`config.mk`:
```
export PLATFORM = sky130hd
export DESIGN_NAME = muldiv_unit
export DESIGN_NICKNAME = d
export VERILOG_FILES = /design/src/rtl/muldiv_unit.sv
export SDC_FILE = /design/constraint.sdc
export NUM_CORES = 1
export LEC_CHECK = 0
export ABC_AREA = 1
export CAP_MARGIN = 5
export CORE_MARGIN = 5
export CORE_UTILIZATION = 35
export DETAILED_ROUTE_END_ITERATION = 10
export GPL_ROUTABILITY_DRIVEN = 0
export PLACE_DENSITY = 0.56
export SLEW_MARGIN = 5
export SYNTH_ARGS = -nofsm -noshare
export SYNTH_HDL_FRONTEND = slang
export SYNTH_SLANG_ARGS = --single-unit
export TNS_END_PERCENT = 10
```
`constraint.sdc`:
```
create_clock -name clk -period 4.7 [get_ports clk]
set_input_delay 0.94 -clock clk [delete_from_list [all_inputs] [get_ports clk]]
set_output_delay 0.94 -clock clk [all_outputs]
set_load 0.02 [all_outputs]
```
`src/rtl/muldiv_unit.sv`:
```
// muldiv_unit: iterative radix-2 multiply / divide engine for the EX stage.
// Multiply is shift-add, divide is restoring; both run WIDTH iterations on
// operand magnitudes and apply sign correction on the final iteration.
// result_o carries {hi, lo}: the full product, or {remainder, quotient}.
module muldiv_unit #(
    parameter int WIDTH = 32
) (
    input  logic               clk,
    input  logic               rst,
    input  logic               start_i,
    input  logic               op_i,
    input  logic               signed_i,
    input  logic               annul_i,
    input  logic [WIDTH-1:0]   opdata1_i,
    input  logic [WIDTH-1:0]   opdata2_i,
    output logic [2*WIDTH-1:0] result_o,
    output logic               ready_o,
    output logic               busy_o,
    output logic               div_by_zero_o
);

    localparam int CNT_W = $clog2(WIDTH + 1);

    typedef enum logic [1:0] {
        IDLE,
        BUSY,
        DONE
    } state_t;

    state_t             state_q;
    state_t             state_d;
    logic [CNT_W-1:0]   cnt_q;
    logic               op_q;        // 0 = multiply, 1 = divide
    logic               neg_res_q;   // negate product / quotient at the end
    logic               neg_rem_q;   // negate remainder (dividend was negative)
    logic [WIDTH-1:0]   opnd_q;      // multiplicand or divisor magnitude
    logic [2*WIDTH-1:0] acc_q;       // mul: {hi, multiplier}; div: {rem, quo}
    logic [2*WIDTH-1:0] result_q;
    logic               dbz_q;

    logic               sign1;
    logic               sign2;
    logic [WIDTH-1:0]   mag1;
    logic [WIDTH-1:0]   mag2;
    logic               accept;
    logic               div_zero;
    logic               last_iter;

    logic [WIDTH:0]     mul_sum;
    logic [WIDTH:0]     rem_sh;
    logic               trial_neg;
    logic [WIDTH-1:0]   trial_rem;
    logic [WIDTH-1:0]   quo_mag;
    logic [WIDTH-1:0]   rem_mag;
    logic [2*WIDTH-1:0] acc_step;
    logic [2*WIDTH-1:0] acc_final;

    assign sign1     = signed_i & opdata1_i[WIDTH-1];
    assign sign2     = signed_i & opdata2_i[WIDTH-1];
    assign mag1      = sign1 ? -opdata1_i : opdata1_i;
    assign mag2      = sign2 ? -opdata2_i : opdata2_i;
    assign accept    = start_i & ~annul_i;
    assign div_zero  = op_i & (opdata2_i == '0);
    assign last_iter = (cnt_q == CNT_W'(WIDTH - 1));

    // One radix-2 iteration of the current operation, plus its sign-corrected form.
    always_comb begin
        // NOTE: every signal gets a default first, so no path can leave one
        // unassigned and infer a latch.
        mul_sum   = {1'b0, acc_q[2*WIDTH-1:WIDTH]};
        rem_sh    = acc_q[2*WIDTH-1:WIDTH-1];
        trial_neg = (rem_sh < {1'b0, opnd_q});
        // The true difference is below the divisor, so WIDTH bits hold it exactly.
        trial_rem = rem_sh[WIDTH-1:0] - opnd_q;
        acc_step  = acc_q;
        quo_mag   = '0;
        rem_mag   = '0;
        acc_final = '0;

        if (acc_q[0]) begin
            mul_sum = mul_sum + {1'b0, opnd_q};
        end

        if (!op_q) begin
            // Add-then-shift-right: carry enters hi, multiplier bit leaves lo.
            acc_step  = {mul_sum, acc_q[WIDTH-1:1]};
            acc_final = neg_res_q ? -acc_step : acc_step;
        end else begin
            // Shift left, keep the trial difference only if it stayed non-negative.
            if (trial_neg) begin
                acc_step = {rem_sh[WIDTH-1:0], acc_q[WIDTH-2:0], 1'b0};
            end else begin
                acc_step = {trial_rem, acc_q[WIDTH-2:0], 1'b1};
            end
            quo_mag   = acc_step[WIDTH-1:0];
            rem_mag   = acc_step[2*WIDTH-1:WIDTH];
            // minint / -1 falls out naturally: magnitude 2^(WIDTH-1), no negation.
            acc_final = {(neg_rem_q ? -rem_mag : rem_mag),
                         (neg_res_q ? -quo_mag : quo_mag)};
        end
    end

    // Next-state logic for the IDLE / BUSY / DONE handshake.
    always_comb begin
        state_d = state_q;
        case (state_q)
            IDLE: begin
                if (accept) begin
                    state_d = div_zero ? DONE : BUSY;
                end
            end
            BUSY: begin
                if (annul_i) begin
                    state_d = IDLE;
                end else if (last_iter) begin
                    state_d = DONE;
                end
            end
            DONE: begin
                if (!start_i || annul_i) begin
                    state_d = IDLE;
                end
            end
            default: state_d = IDLE;
        endcase
    end

    // State register.
    always_ff @(posedge clk) begin
        // NOTE: clocked state uses non-blocking assignments so every register
        // samples pre-edge values regardless of block ordering.
        if (rst) begin
            state_q <= IDLE;
        end else begin
            state_q <= state_d;
        end
    end

    // Operand capture, iteration datapath and result holding.
    always_ff @(posedge clk) begin
        if (rst) begin
            cnt_q     <= '0;
            op_q      <= 1'b0;
            neg_res_q <= 1'b0;
            neg_rem_q <= 1'b0;
            opnd_q    <= '0;
            acc_q     <= '0;
            result_q  <= '0;
            dbz_q     <= 1'b0;
        end else begin
            case (state_q)
                IDLE: begin
                    if (accept) begin
                        op_q      <= op_i;
                        neg_res_q <= sign1 ^ sign2;
                        neg_rem_q <= sign1;
                        cnt_q     <= '0;
                        result_q  <= '0;
                        dbz_q     <= div_zero;
                        if (op_i) begin
                            acc_q  <= {{WIDTH{1'b0}}, mag1};
                            opnd_q <= mag2;
                        end else begin
                            acc_q  <= {{WIDTH{1'b0}}, mag2};
                            opnd_q <= mag1;
                        end
                    end
                end
                BUSY: begin
                    if (!annul_i) begin
                        acc_q <= acc_step;
                        cnt_q <= cnt_q + CNT_W'(1);
                        if (last_iter) begin
                            result_q <= acc_final;
                        end
                    end
                end
                DONE: begin
                    if (!start_i || annul_i) begin
                        result_q <= '0;
                        dbz_q    <= 1'b0;
                    end
                end
                default: ;
            endcase
        end
    end

    assign result_o      = result_q;
    assign ready_o       = (state_q == DONE);
    assign busy_o        = (state_q == BUSY);
    assign div_by_zero_o = dbz_q;

endmodule

```
; Word level (Yosys, flattened, before mapping)
; Cells that the tools add are included.
[totals]
in_bits = 70
reg_bits = 172
out_inout_bits = 67
word_cells = 76
[classes]
n_reduce_logical = 12
eq_ne = 8
order_cmp = 1
n_bitwise = 6
mux = 32
n_addsub = 8
[ops]
columns = op, count
row1 = $mux W64, 11
row2 = $mux W32, 6
row3 = $pmux W64 S3, 1
row4 = $neg A32 Y32, 4
row5 = $pmux W64 S2, 1
row6 = $neg A64 Y64, 1
row7 = $add A32 B32 Y33, 1
row8 = $lt A33 B32 Y1, 1
row9 = $mux W33, 1
row10 = $logic_not A32 Y1, 1
row11 = $sub A32 B32 Y32, 1
row12 = $mux W6, 2
row13 = $pmux W6 S2, 1
row14 = $mux W2, 5
row15 = $reduce_and A3 Y1, 3
row16 = $add A6 B1 Y6 const B, 1
row17 = $eq A6 B5 Y1 const B, 1
row18 = $pmux W2 S3, 1
row19 = $reduce_and A5 Y1, 1
row20 = $and A1 B1 Y1, 4
row21 = $ne A2 B1 Y1 const B, 2
row22 = $ne A2 B2 Y1 const B, 2
row23 = $reduce_bool A2 Y1, 2
row24 = $ne A3 B2 Y1 const B, 1
row25 = 11 further kinds, 12

; Longest topological paths before layout
; Gate-level depths: netlist (run 1).
[logic_depth]
depth_word = 9
depth_mapped = 26

; Worst setup path after synthesis (run 1)
; No wires, ideal clock.
[synth_path]
path_type = register to register
from = register opnd_q[22]
to = register result_q[2], in the netlist result_o[2]
required_time_ns = 4.636
arrival_time_ns = 2.752
stages_incl_launch_ff = 18
setup_ns = 0.064
setup_slack_ns = 1.884
cell_sequence = dfxtp_1 -> inv_1 -> ha_1 -> nand2_1 -> nor2_2 -> nand2_2 -> nor2_4 -> nand4_4 -> nand3_4 -> buf_12 -> inv_4 -> ha_1 -> nor2_1 -> clkbuf_1 -> a21oi_1 -> a2111oi_0 -> nor2_1 -> nor2_1
[synth_via]
elab_chain_cells = 9
[synth_rtl]
columns = item, line_no
row1 = "start, declared", 36  ; logic [WIDTH-1:0] opnd_q;
row2 = "start signal, assigned", 162  ; opnd_q <= mag2;
row3 = "start signal, assigned", 165  ; opnd_q <= mag1;
row4 = $lt A33 B32 Y1, 72  ; trial_neg = (rem_sh < {1'b0, opnd_q});
row5 = $mux W64, 90  ; if (trial_neg) begin
row6 = $mux W64, 84  ; if (!op_q) begin
row7 = $neg A32 Y32, 99  ; (neg_res_q ? -quo_mag : quo_mag)};
row8 = $mux W32, 99
row9 = $mux W64, 84
row10 = $mux W64, 173  ; if (last_iter) begin
row11 = $mux W64, 170  ; if (!annul_i) begin
row12 = $pmux W64 S3, 151  ; case (state_q)
row13 = "end signal, assigned", 174  ; result_q <= acc_final;
row14 = "end, declared", 38  ; logic [2*WIDTH-1:0] result_q;
; Every way passes these cells. The select of a mux whose other input is x is not followed.
; A chain may end at the register's enable or synchronous reset.

; Worst setup path in the final report (run 1)
[layout_path]
from = register opnd_q[26]
to = register result_q[57], in the netlist result_o[57]
[layout_via]
elab_chain_cells = 9
[layout_rtl]
columns = item, line_no
row1 = "parallel branches: the longest is 5 deep, another holds $neg A64 Y64", -
row2 = $mux W64 (*), 84
row3 = $mux W64 (*), 173
row4 = $mux W64 (*), 170
row5 = $pmux W64 S3 (*), 151
; Every way passes the cells marked *. The select of a mux whose other input is x is not followed.

==> results, run 1 <==
- The boundary pin count is 137.
- The post-synth net total is 3601.
- The data required time of the critical path is 5.02 ns.
- The final-report max-slew violation count came to 0.
- The number of hold-repair buffers added at the cts stage is 0.
- Summed over its instances, the top area cell type makes up 21.0% of the synthesized netlist area.
- The detailed-routing iteration count for the pre-antenna-repair pass is 9.
- By count the netlist is led by nand2_1, inv_1, nor2_1, nand3_1, a21oi_1.
- The placed instances occupy a cell area of 0.0211 mm^2.
- The via count of the first global-routing pass came to 20904.
- The tree is rooted in a clkbuf_16.
- Of all flip-flops after synthesis, the portion carrying an async set or reset was 0%.
- The area of the mapped netlist is 0.0191 mm^2.
- The average cell area after synthesis is 5.53 um^2.
- The hold violation total from the final report came to 0.
- Among all flip-flop cells after synthesis, the most frequent one is dfxtp_1.
- Clock-pin slew was measured on the worst setup and hold paths at 0.07 ns.
- Setup violations remaining at the end of the flow were counted as 0.
- Sequential elements use 18.0% of the synthesized area.
- The number of sinks handled by clock tree synthesis is 172.
- Across every metal layer, demand over resource in global routing totals 26.5%.
- The global route total overflow is 0.
- The vertical die dimension is 244 um.
- In the routed layout, each cell is associated on average with a via count of 5.36.
- Once the clock tree was built, the setup fixing pass inserted 0 buffers.
- After detailed routing, the average wire length per cell comes to 19.4 um.
- Setup repair after global routing left no endpoint under its margin.
- The final critical-path setup slack is 0.709 ns.
- The flow ran to the end, and the final reports show no timing, DRC or antenna violations.
- The core region is 0.0539 mm^2.
- The floorplan has 85 rows.
- The number of synthesized flops with an enable pin is 0.
- The area growth from synthesis to layout is 13.4%.
- The number of antenna diodes in the final layout is 0.
- At the placement stage, the worst setup path has a slack of 0.715 ns.
- The final layout net count is 3665.
- The remaining antenna violation count is 0.
- The dominant cell by count in the synthesized netlist is nand2_1.
- The static leakage power is 10.5 nW.
- The share of the clock period used by the worst path after layout is 84.9%.
- The detailed-route wire length is 82300 um.
- The power density of the placed cells is 264 mW/mm^2.
- The distinct cell type count after synthesis is 64.
- The first global-routing pass estimated 124000 um of wire.
- After synthesis, the cell types taking the most area are nand2_1, dfxtp_1, inv_1.
- No sink is reached through more buffers than the 2 on the longest clock path.
- Once layout is complete, the cells apart from fillers number 4232.
- The critical path is of the flip-flop to flip-flop type.
- The CTS tree is yes.
- The routed layout has 22686 vias.
- Clock skew on the completed layout was measured at 0.0208 ns.
- The tightest hold path in the finished design has a slack of 0.464 ns.
- For this configuration, the core starts out at a cell density of 35.4%.
- The HPWL after detailed placement is 65900 um.
- nand2_1 takes more of the synthesized area than any other cell.
- The path class of the tightest hold or removal check is flip-flop to flip-flop.
- The kind of start point of the critical path is a flip-flop.
- The H-tree depth reported by CTS is 4.
- The arrival time at the worst endpoint is 4.31 ns.
- Port buffering added 136 buffers.
- The number of DRC markers after the initial detailed-route iteration is 2305.
- Yosys printed 0 warnings.
- Entering global routing, the biggest net connects 87 pins.
- For this run, design rule violations remaining after detail routing come to 0.
- Clock tree synthesis inserted a total of 17 buffers.
- Once the clock tree was built, the resizer swapped 0 gates to a different size.
- VDD sags by at most 0.000209 V.
- The overall die area is 0.0594 mm^2.
- Of all nets on the critical path, the largest fanout is 25.
- Across all register-to-register paths, the minimum setup slack is 0.71 ns.
- Based on the critical path, the design can be clocked at up to 251 MHz.
- The max-capacitance violation count is 0.
- The clock period minus final worst setup slack is 3.99 ns.
- The fraction of layout cells with a size suffix above 1 is 4.47%.
- The cell count after placement is 4200.
- The die outline width is 244 um.
- After synthesis the netlist holds a flip-flop and latch count of 172.
- The worst setup path is captured at a flip-flop.
- The headroom to the max-slew limit is 36.4%.
- The initial antenna violation count is 0.
- In the synthesized netlist, the number of instances is 3459.
- The final non-filler cell area is 0.0217 mm^2.
- The final setup TNS is 0 ns.
- The transition at the pin with the smallest max-transition slack is 0.954 ns.
- The clock latency on the worst-skew pair is 0.48 ns.
[per-layer routing]
layer  share of wire (%)  routed length [um]  GRT usage (%)  vias to the layer above
met5                   0                   0              0                        -
met4                 4.6                3770           11.3                        0
met1                  41               34000           33.3                    10267
li1                    -                   -              -                    11358
met2                  47               38700           45.1                      912
met3                 7.1                5820           4.13                      149
[area by class of cell]
cell class / count / area [um^2]
Sequential cell: 172 / 3450
Multi-Input combinational cell: 2638 / 13200
Clock inverter: 11 / 87.6
Fill cell: 6006 / 32200
Tap cell: 696 / 871
Inverter: 515 / 1940
Timing Repair Buffer: 179 / 1720
Clock buffer: 21 / 440
[sequential cells by signal, summed over array words and instances, names as in the netlist]
signal         cells
acc_q             64
result_o          64
opnd_q            32
cnt_q              6
state_q            2
div_by_zero_o      1
neg_rem_q          1
neg_res_q          1
op_q               1
[metrics by stage]
stage               util, %  power, mW
global placement       39.2       4.32
finish                 40.2       5.73
global route           40.2       6.07
CTS                    40.2       5.69
detailed placement     39.2       4.30
floorplan                 -       3.47
[final timing paths]
path | start | cells after the start | to
hold reg to reg | result_o[7]$_SDFFE_PP0P_ | 2 | result_o[7]$_SDFFE_PP0P_
hold / removal | result_o[7]$_SDFFE_PP0P_ | 2 | result_o[7]$_SDFFE_PP0P_
setup / recovery | opnd_q[26]$_SDFFE_PP0P_ | 21 | result_o[57]$_SDFFE_PP0P_
setup reg to reg | opnd_q[26]$_SDFFE_PP0P_ | 21 | result_o[57]$_SDFFE_PP0P_
[worst max-delay path: stages, from the launching register on]
cell,delay (ns)
dfxtp_1,0.54
inv_1,0.09
ha_1,0.41
nand2_1,0.10
nand2_1,0.08
nand2_1,0.07
nand2_1,0.07
nand2_1,0.06
nand2_1,0.09
a21oi_4,0.41
nand3_4,0.30
buf_4,0.33
nand2_1,0.11
nand2_1,0.15
nor2_1,0.17
nand2_1,0.11
o21ai_1,0.31
nand3_1,0.12
nand2_1,0.07
nand3_1,0.06
nand2_1,0.12
a21oi_1,0.07
[power breakdown]
group / leakage [nW] / switching (mW) / internal, mW
logic: 8.85 / 1.92 / 0.799
clock network: 0.250 / 0.708 / 0.684
registers: 1.40 / 0.102 / 1.52
[logic make-up after synthesis]
family / Yosys count / synth area share [%]
xor+xnor: 82 / 3.76
simple gates: 1909 / 42.3
fa+ha+maj: 72 / 4.79
buf+inv: 649 / 13.2
flops: 172 / 18.0
compound gates: 575 / 17.9
[layout by cell type (no fill, tap or decap), types with 5 or more instances in the layout]
cell	n
nand2_1	1071
inv_1	503
nor2_1	357
nand3_1	265
a21oi_1	216
dfxtp_1	169
o21ai_0	150
clkdlybuf4s50_1	135
nand4_1	82
ha_1	70
o211ai_1	67
xor2_1	63
buf_4	41
nor3_1	40
a31oi_1	34
nand2_2	19
xnor2_1	19
clkbuf_16	17
or2_2	16
o2111ai_1	13
o221ai_1	12
nor2_2	10
o31ai_1	9
o21bai_1	9
a211oi_1	9
o21a_1	8
nor4_1	8
a221oi_1	8
o22ai_1	7
inv_2	6
nor2_4	6
and2_1	6
a22oi_1	6
a21o_1	5
o21ai_2	5
nand3_2	5
Note: power is estimated with default switching activity, not from simulation.
==> run 2: changes to the inputs <==
Clock period 4.7 ns to 4.1 ns, I/O delays scaled along.
==> run 2 against run 1 <==
- global-route usage rose by 0.36 points
- sequential share of layout area is 0.19 points lower
- core utilization rose by 0.49 points
- cell area rose by 1.2%
- clock skew about the same
- flip-flop and latch count stayed put
- sequential power rose by 14%
- final cell count rose by 0.64%
- clock power up 29%
- maximum frequency increased by 7.8%
- largest cell class unchanged
==> results, run 2 (synthesis gave the netlist of run 1 again) <==
- The final layout net count was 3692 (+0.74%).
- The effective utilization at floorplan was 35.4% (unchanged).
- The static leakage power was 10.7 nW (+1.6%).
- The number of buffer cells added on primary ports came to 136 (unchanged).
- The class of the tightest hold or removal check is flip-flop to flip-flop.
- The HPWL after detailed placement is 66700 um (+1.2%).
- The final setup TNS came to 0 ns (unchanged).
- The worst setup path is launched from a flip-flop.
- The overall die area was 0.0594 mm^2 (unchanged).
- The worst hold path terminates at result_o[51]$_SDFFE_PP0P_.
- The H-tree depth reported by CTS was 4 (unchanged).
- The number of hold-repair buffers added at the cts stage came to 0 (unchanged).
- The post-CTS setup buffer count is 0 (unchanged).
- Clock tree synthesis selected as its root buffer the cell clkbuf_16.
- The vertical die dimension is 244 um (unchanged).
- The transition at the pin with the smallest max-transition slack came to 0.924 ns (-0.0302 ns).
- The placed instance area is 0.0213 mm^2 (+0.84%).
- The CTS buffer count came to 17 (unchanged).
- The area growth from synthesis to final layout is 14.8%.
- The worst-path maximum fanout is 5 (-80%).
- The initial antenna violation count came to 1 (+1).
- The final instance count without filler cells is 4259 (+0.64%).
- The setup slack on the worst flop-to-flop path was 0.40 ns (-0.31 ns).
- The area of the core is 0.0539 mm^2 (unchanged).
- The setup violation total in the final timing report was 0 (unchanged).
- The clock-pin slew on the worst setup and hold paths came to 0.08 ns (about the same).
- The nature of the critical path endpoint is a flip-flop.
- The DRC violation count after routing is 0 (unchanged).
- In the layout the commonest cells are nand2_1, inv_1, nor2_1.
- The endpoint identified for the worst register-to-register timing path is result_o[54]$_SDFFE_PP0P_.
- The fraction of layout cells with a size suffix above 1 is 5.30% (+0.84 points).
- The final-report max-slew violation count came to 0 (unchanged).
- The arrival time at the worst endpoint is 4.11 ns (-0.20 ns).
- The worst-case setup slack after placement is 0.168 ns (-0.547 ns).
- The die outline width is 244 um (unchanged).
- The diode insertion count for antenna repair is 0 (unchanged).
- The pin count of the biggest net entering global routing came to 76 (-13%).
- The cell with the largest stage delay on the worst path is fa_1.
- The number of DRC markers after the initial detailed-route iteration is 2390 (+3.7%).
- The critical path goes through ha_1 -> fa_1 -> or2_2 -> a22oi_2 -> nand2_1 -> nor2_1 -> nand3_1 -> nor2_1 -> nand3_1 -> nor2_1 -> nand3_1 -> nand2_1 -> o21ai_0 -> nor2_1 -> nand2_1 -> a21oi_1.
- The number of gates resized after cts was 0 (unchanged).
- The worst setup path is of the flip-flop to flip-flop kind.
- The hold violation total from the final report is 0 (unchanged).
- The routed length per placed instance is 19.5 um (+0.25%).
- The most common cell type on the critical path is nor2_1.
- The share of the clock period used by the worst path after layout is 90.3% (+5.4 points).
- The via count of the first global-routing pass is 21041 (+0.66%).
- The maximum buffer depth of the clock tree is 2 (unchanged).
- The via count of the routed design is 22849 (+0.72%).
- The max-capacitance violation count was 0 (unchanged).
- The number of sinks handled by clock tree synthesis was 172 (unchanged).
- The start point of the worst min-delay path is result_o[51]$_SDFFE_PP0P_.
- The worst hold slack across all endpoints is 0.465 ns (+0.000732 ns).
- The data required time of the critical path is 4.51 ns (-0.51 ns).
- The number of placement rows is 85 (unchanged).
- The clock latency on the worst-skew pair is 0.48 ns (about the same).
- The peak supply drop came to 0.000356 V (+70%).
- Setup repair after global routing left no endpoint under its margin.
- The critical path buffer and inverter count is 0 (-2).
- The detailed-route wire length is 83000 um (+0.89%).
- The worst-case clock skew was 0.0212 ns (+0.000331 ns).
- The number of cells on the worst reg-to-reg path is 16 (-24%).
- The headroom to the max-slew limit is 37.7% (+1.4 points).
- The worst register-to-register path begins at acc_q[32]$_SDFFE_PP0P_.
- The detailed-routing iteration count for the pre-antenna-repair pass is 6 (-3).
- The timing-limited maximum frequency is 270 MHz (+7.8%).
- The storage element area is 0.00345 mm^2 (unchanged).
- The global route total overflow is 0 (unchanged).
- The run finished with clean final reports.
- The final critical-path setup slack is 0.398 ns (-0.311 ns).
- The all-layer global routing usage is 26.8% (+0.36 points).
- The cell family contributing the most delay on the critical path is simple AND/OR/NAND/NOR gates.
- The remaining antenna violation count is 0 (unchanged).
- The clock period minus final worst setup slack is 3.70 ns (-0.289 ns).
- The number of cells on the worst hold path is 2 (unchanged).
- The CTS tree is yes.
- The number of filler instances in the final layout is 6147 (+2.3%).
- The boundary pin count is 137 (unchanged).
- The routed via count divided by cell count is 5.36 (about the same).
- The cell count after placement was 4227 (+0.64%).
- The library cell used most frequently in the layout, excluding fill and tap cells, is nand2_1.
- The power density of the placed cells is 312 mW/mm^2 (+18%).
- The largest stage delay on the critical path is 0.45 ns (-0.09 ns).
- The final non-filler cell area was 0.0219 mm^2 (+1.2%).
- The total area of multi-input combinational cells is 0.0132 mm^2 (unchanged).
- The global-route wire length before repair is 125000 um (+1.1%).
run 2: layout make-up:
cell class / instances / share of cell area, %
Sequential cell: 172 / 15.7
Timing Repair Buffer: 206 / 8.65
Multi-Input combinational cell: 2638 / 60.0
Inverter: 515 / 8.83
Clock buffer: 17 / 1.94
Clock inverter: 15 / 0.867
Tap cell: 696 / 3.97
run 2: power breakdown:
group | switching [mW] | internal, mW
Combinational | 2.23 | 0.971
Clock | 0.911 | 0.882
Sequential | 0.112 | 1.74
run 2: worst max-delay path by stage:
stage                                           end                    start  cells after the start
final                     result_o[54]$_SDFFE_PP0P_   acc_q[32]$_SDFFE_PP0P_                     16
after CTS                 result_o[54]$_SDFFE_PP0P_   acc_q[32]$_SDFFE_PP0P_                     19
after floorplan            result_o[2]$_SDFFE_PP0P_  opnd_q[22]$_SDFFE_PP0P_                     17
after detailed placement    opnd_q[28]$_SDFFE_PP0P_             opdata1_i[0]                     14
after global placement      opnd_q[28]$_SDFFE_PP0P_             opdata1_i[0]                     14
after global routing      result_o[60]$_SDFFE_PP0P_   acc_q[32]$_SDFFE_PP0P_                     21
run 2: stage by stage:
step	utilization [%]	total power, mW
after global routing	40.7	7.26
after detailed placement	39.5	5.02
after CTS	40.7	6.82
after floorplan	-	3.98
after global placement	39.5	5.03
final	40.7	6.85
run 2: layer usage:
metal / track usage, % / up-vias / part of all wire (%)
met2: 44.8 / 944 / 46
met4: 12.6 / 2 / 5.4
met1: 34.5 / 10302 / 42
met3: 3.35 / 193 / 7.0
li1: - / 11408 / -
met5: 0 / - / 0.016
run 2: worst min-delay path, cell delays in order (launching register included):
cell and delay [ns]:
dfxtp_1 0.31, nand2_1 0.06, a21oi_1 0.05
